`src/rtl/pipeline_ctrl_pkg.sv`:
```
// Shared types for the pipeline stall/flush sequencer.
// State encodings, register-field constants and the control bundle.
package pipeline_ctrl_pkg;

  localparam int REG_W = 5;
  localparam logic [REG_W-1:0] REG_ZERO = 5'd0;

  typedef enum logic [1:0] {
    RUN        = 2'b00,
    LOAD_STALL = 2'b01,
    MEM_WAIT   = 2'b10
  } state_t;

  typedef struct packed {
    logic en_pc;
    logic en_if;
    logic en_id;
    logic en_ex;
    logic en_mem;
    logic rst_if;
    logic rst_id;
    logic rst_ex;
  } ctrl_t;

  function automatic ctrl_t ctrl_flow();
    ctrl_t c;
    c = '0;
    c.en_pc  = 1'b1;
    c.en_if  = 1'b1;
    c.en_id  = 1'b1;
    c.en_ex  = 1'b1;
    c.en_mem = 1'b1;
    return c;
  endfunction

  function automatic ctrl_t ctrl_flush();
    ctrl_t c;
    c = '0;
    c.rst_if = 1'b1;
    c.rst_id = 1'b1;
    c.rst_ex = 1'b1;
    return c;
  endfunction

endpackage

```
`src/rtl/pipeline_ctrl_hazard_detect.sv`:
```
// Load-use hazard detector between the EX load and the ID consumer.
// Purely combinational.
module hazard_detect
  import pipeline_ctrl_pkg::*;
(
  input  logic [REG_W-1:0] id_rs,
  input  logic [REG_W-1:0] id_rt,
  input  logic             id_uses_rt,
  input  logic             ex_memread,
  input  logic [REG_W-1:0] ex_rt,
  output logic             lu
);

  logic rs_hit;
  logic rt_hit;

  assign rs_hit = (ex_rt == id_rs);
  assign rt_hit = id_uses_rt & (ex_rt == id_rt);
  assign lu = ex_memread & (ex_rt != REG_ZERO) & (rs_hit | rt_hit);

endmodule

```
`src/rtl/pipeline_ctrl.sv`:
```
// Stall/flush sequencer: load-use bubble, branch flush, memory freeze.
// Define PIPE_PERF_CNT_EN to enable the stall/flush performance counters.
module pipeline_ctrl
  import pipeline_ctrl_pkg::*;
#(
  parameter int MEM_WAIT_MAX = 15,
  parameter int CNT_W        = 16
) (
  input  logic             reloj,
  input  logic             reset,
  input  logic [REG_W-1:0] id_rs,
  input  logic [REG_W-1:0] id_rt,
  input  logic             id_uses_rt,
  input  logic             ex_memread,
  input  logic [REG_W-1:0] ex_rt,
  input  logic             ex_branch_taken,
  input  logic             mem_req,
  input  logic             mem_ready,
  output logic             enablePC,
  output logic             enableIF,
  output logic             enableID,
  output logic             enableEX,
  output logic             enableMEM,
  output logic             resetIF,
  output logic             resetID,
  output logic             resetEX,
  output logic             mem_timeout,
  output logic [1:0]       ctrl_state,
  output logic [31:0]      stall_cycles,
  output logic [31:0]      flush_count
);

  localparam logic [CNT_W-1:0] WAIT_MAX = CNT_W'(MEM_WAIT_MAX);
  localparam logic [CNT_W-1:0] CNT_ONE  = CNT_W'(1);

  logic [1:0]       state_q, state_d;
  logic [CNT_W-1:0] cnt_q, cnt_d;
  logic             to_q, to_d;
  logic             lu, mw;
  logic             decide, chk_mw, chk_lu;
  ctrl_t            c;

  hazard_detect u_hazard (
    .id_rs      (id_rs),
    .id_rt      (id_rt),
    .id_uses_rt (id_uses_rt),
    .ex_memread (ex_memread),
    .ex_rt      (ex_rt),
    .lu         (lu)
  );

  assign mw = mem_req & ~mem_ready;

  always_comb begin
    c       = ctrl_flow();
    state_d = RUN;
    cnt_d   = '0;
    to_d    = to_q;
    decide  = 1'b0;
    chk_mw  = 1'b0;
    chk_lu  = 1'b0;
    case (state_q)
      RUN: begin
        decide = 1'b1;
        chk_mw = 1'b1;
        chk_lu = 1'b1;
      end
      LOAD_STALL: begin
        decide = 1'b1;
        chk_mw = 1'b1;
      end
      MEM_WAIT: begin
        if (!mem_ready) begin
          c       = '0;
          state_d = MEM_WAIT;
          cnt_d   = (cnt_q == '1) ? cnt_q : cnt_q + CNT_ONE;
          if (cnt_d >= WAIT_MAX) to_d = 1'b1;
        end else begin
          decide = 1'b1;
          chk_lu = 1'b1;
        end
      end
      default: ;
    endcase
    // Priority: memory freeze, then branch flush, then load-use bubble
    if (decide) begin
      if (chk_mw && mw) begin
        c       = '0;
        state_d = MEM_WAIT;
        cnt_d   = CNT_ONE;
        if (cnt_d >= WAIT_MAX) to_d = 1'b1;
      end else if (ex_branch_taken) begin
        c.rst_if = 1'b1;
        c.rst_id = 1'b1;
      end else if (chk_lu && lu) begin
        c.en_pc  = 1'b0;
        c.en_if  = 1'b0;
        c.rst_id = 1'b1;
        state_d  = LOAD_STALL;
      end
    end
    if (reset) c = ctrl_flush();
  end

  always_ff @(posedge reloj) begin
    if (reset) begin
      state_q <= RUN;
      cnt_q   <= '0;
      to_q    <= 1'b0;
    end else begin
      state_q <= state_d;
      cnt_q   <= cnt_d;
      to_q    <= to_d;
    end
  end

  assign enablePC    = c.en_pc;
  assign enableIF    = c.en_if;
  assign enableID    = c.en_id;
  assign enableEX    = c.en_ex;
  assign enableMEM   = c.en_mem;
  assign resetIF     = c.rst_if;
  assign resetID     = c.rst_id;
  assign resetEX     = c.rst_ex;
  assign mem_timeout = to_q;
  assign ctrl_state  = state_q;

`ifdef PIPE_PERF_CNT_EN
  logic [31:0] stall_q, flush_q;

  always_ff @(posedge reloj) begin
    if (reset) begin
      stall_q <= '0;
      flush_q <= '0;
    end else begin
      if (!c.en_pc) stall_q <= stall_q + 32'd1;
      if (c.rst_if) flush_q <= flush_q + 32'd1;
    end
  end

  assign stall_cycles = stall_q;
  assign flush_count  = flush_q;
`else
  assign stall_cycles = '0;
  assign flush_count  = '0;
`endif

endmodule

```
`config.mk`:
```
export PLATFORM = sky130hd
export DESIGN_NAME = pipeline_ctrl
export DESIGN_NICKNAME = d
export VERILOG_FILES = /design/src/rtl/pipeline_ctrl_pkg.sv /design/src/rtl/pipeline_ctrl_hazard_detect.sv /design/src/rtl/pipeline_ctrl.sv
export SDC_FILE = /design/constraint.sdc
export NUM_CORES = 1
export LEC_CHECK = 0
export ABC_AREA = 1
export BUFFER_PORTS_ARGS = -buffer_cell sky130_fd_sc_hd__buf_2
export CAP_MARGIN = 25
export CORE_MARGIN = 4
export CORE_UTILIZATION = 50
export DETAILED_ROUTE_END_ITERATION = 16
export PLACE_DENSITY = 0.87
export SETUP_SLACK_MARGIN = 0.2
export SLEW_MARGIN = 20
export SYNTH_ARGS = -nofsm -noshare
export SYNTH_HDL_FRONTEND = slang
export SYNTH_SLANG_ARGS = --single-unit
```
`constraint.sdc`:
```
create_clock -name reloj -period 4.7 [get_ports reloj]
set_input_delay 1.41 -clock reloj [delete_from_list [all_inputs] [get_ports reloj]]
set_output_delay 1.41 -clock reloj [all_outputs]
set_load 0.005 [all_outputs]
```
==> impl_metrics.toml <==
[die]
die_w_um = 70.12
start_util_pct = 52.31
die_h_um = 70.12
die-area_mm2 = 0.004917
rows = 22
ios = 97
fp.coreArea_mm2 = 0.003689

[cts]
tritoncts = "done"
post_cts_resize_count = 0
worstSkewPairLatency_ps = 260
cts_buffers = 3
htree_levels = 1
cts_setup_buffers = 0
cts_buffer_depth = 2
clock-root-buffer = "clkbuf_8"
clock_sinks = 19
cts_hold_buf = 0
path_clk_slew_ps = 70

[setup_path]
cp_max_fo = 3
end_kind = "output port"
arrival_ps = 2460
cp.required_ps = 3290
start_kind = "input port"
criticalPathCategory = "input port to output port"

[grt]
grt_pass1_vias = 1442
antenna_found_initial = 0
grt.total_usage_pct = 14.77
grt_max_degree = 20
overflow = 0
grt_pass1_wl_um = 6030

[sta]
hold_viol = 0
setup_tns_ps = 0
max_freq_ghz = 0.2586
rsz0062_at_grt = "no"
setup_viol = 0
skew_ps = 4.203
period_minus_slack_ps = 3866
drv_slew = 0
timing.final.crit_share_pct = 82.26

[cells_and_area]
most-common-layout-cells = "conb_1, nand2_1, buf_2"
final_area_mm2 = 0.001906
drive_gt1_share_pct = 19.69
area_growth_pct = -1.232
antennaDiodeCount = 0
final_common_cell = "conb_1"
final_core_util_pct = 51.66
fill_cells = 364
instances_no_fill = 368
nNetsFinal = 344

[power]
combPwrFrac_pct = 15.6
pwr-share-clk_pct = 35.1
sw_frac_of_total_pct = 27.15
p_leak_uw = 0.0009814
p_sw_uw = 89.85
p_per_area_mw_per_mm2 = 173.7
intPower_uw = 241.1
ir_worst_vdd_mv = 0.09883
fin_total_pwr_uw = 330.9
share_seq_of_total_power_pct = 49.3

[yosys]
synth-async-reset-ratio_pct = 0
ys_types = 31
yosys_warnings = 0
ys_seq_area_share_pct = 19.71
synth_area_per_cell_um2 = 6.630
synth_enable_flop_cells = 0
synthFlopType = "dfxtp_1"
syn_inst = 291
ys_seq_elements = 19
netlist_area_mm2 = 0.001929

[flow_run]
maxCapViolations = 0

[route]
routed_via_density = 4.454
drt-wirelength-per-cell_um = 10.33
top_layer = "met4"
wl_met1_um = 1479
drt_iter0_drc = 88
wl_met2_um = 1872
via_count = 1639
ant_nets = 0
drt_wl_total_um = 3802
dr.pass1.iters = 6
dr_wl_met3_um = 367
drc = 0

[placed_design]
gp_congestion = 0.8684
placed_cell_area_mm2 = 0.001861
place_inst = 364
hpwl_um = 3151
port-buffer-count = 32

[run_status]
status = "finished clean"

[hold_path]
hp-class = "flop to flop"
==> metal layers <==
metal	track usage [%]	vias up
li1	-	837
met4	7.021	0
met3	2.302	10
met1	17.98	711
met5	0	-
met2	25.18	81
==> final cells by class <==
cell class / count / area [µm²] / share of cell area [%]
inverter: 31 / 116.4 / 6.106
timing repair buffer: 32 / 160.2 / 8.404
clock buffer: 4 / 45.04 / 2.364
sequential: 19 / 380.4 / 19.96
tap: 48 / 60.06 / 3.152
multi-input combinational: 234 / 1144 / 60.01
==> critical path, cell delays in order <==
cell	delay, ps
buf_2	120
inv_1	70
nor2_1	40
a211oi_1	200
nand3_1	90
nand2_1	70
nand3_1	100
o21ai_0	170
nor2_1	60
buf_2	120
==> registers in the layout, indices dropped and copies added, names as in the netlist <==
| register | count |
|---|---|
| mem_timeout | 1 |
| cnt_q | 16 |
| ctrl_state | 2 |
==> power groups by stage <==
stage               clock network, µW  registers (µW)  logic (µW)
detailed placement                  0             167        49.6
global route                      126             163        59.6
floorplan                           0             167        72.1
finish                            116             163        51.5
CTS                               121             163        49.9
global placement                    0             167        48.4
==> logic make-up after synthesis <==
kind of cell             Yosys count  synth area share (%)
AND/OR/NAND/NOR                  136                 34.76
XOR/XNOR                          11                 4.993
AO/OA/AOI/OAI                     22                 6.420
other                              1                0.1944
flip-flops                        19                 19.71
adder cells (fa/ha/maj)            1                0.6484
buffers and inverters            101                 33.27
==> through the flow <==
stage / setup WS [ps] / hold slack [ps]
after global routing: 625.3 / 499.9
after floorplan: 1035 / 446.0
after CTS: 833.9 / 474.4
after global placement: 868.6 / 437.2
final: 833.6 / 462.3
after detailed placement: 842.5 / 457.1
==> cell usage after synthesis, types with 2 or more instances <==
cell type | instances | area [µm²]
buf_4 | 68 | 510.5
nand2_1 | 54 | 202.7
inv_1 | 29 | 108.9
nor2_1 | 27 | 101.4
dfxtp_1 | 19 | 380.4
nand3_1 | 17 | 85.08
a21oi_1 | 12 | 60.06
nor2_2 | 9 | 56.30
nand4_1 | 8 | 50.05
nand2_2 | 6 | 37.54
xnor2_1 | 6 | 52.55
nor2_4 | 5 | 56.30
xor2_1 | 5 | 43.79
nor3_1 | 3 | 15.01
o21ai_0 | 3 | 15.01
inv_2 | 2 | 7.510
nand2_4 | 2 | 22.52
nand3_2 | 2 | 20.02
o21bai_1 | 2 | 15.01
==> worst paths after layout <==
kind                             startpoint           to  slack (ps)  depth (start not counted)
worst max-delay path               ex_rt[3]     enablePC         830                         10
worst min-delay path            mem_timeout  mem_timeout         460                          2
worst max register to register     cnt_q[0]  mem_timeout        2780                         11
worst min register to register  mem_timeout  mem_timeout         460                          2
Power figures use the tool's default switching activity.
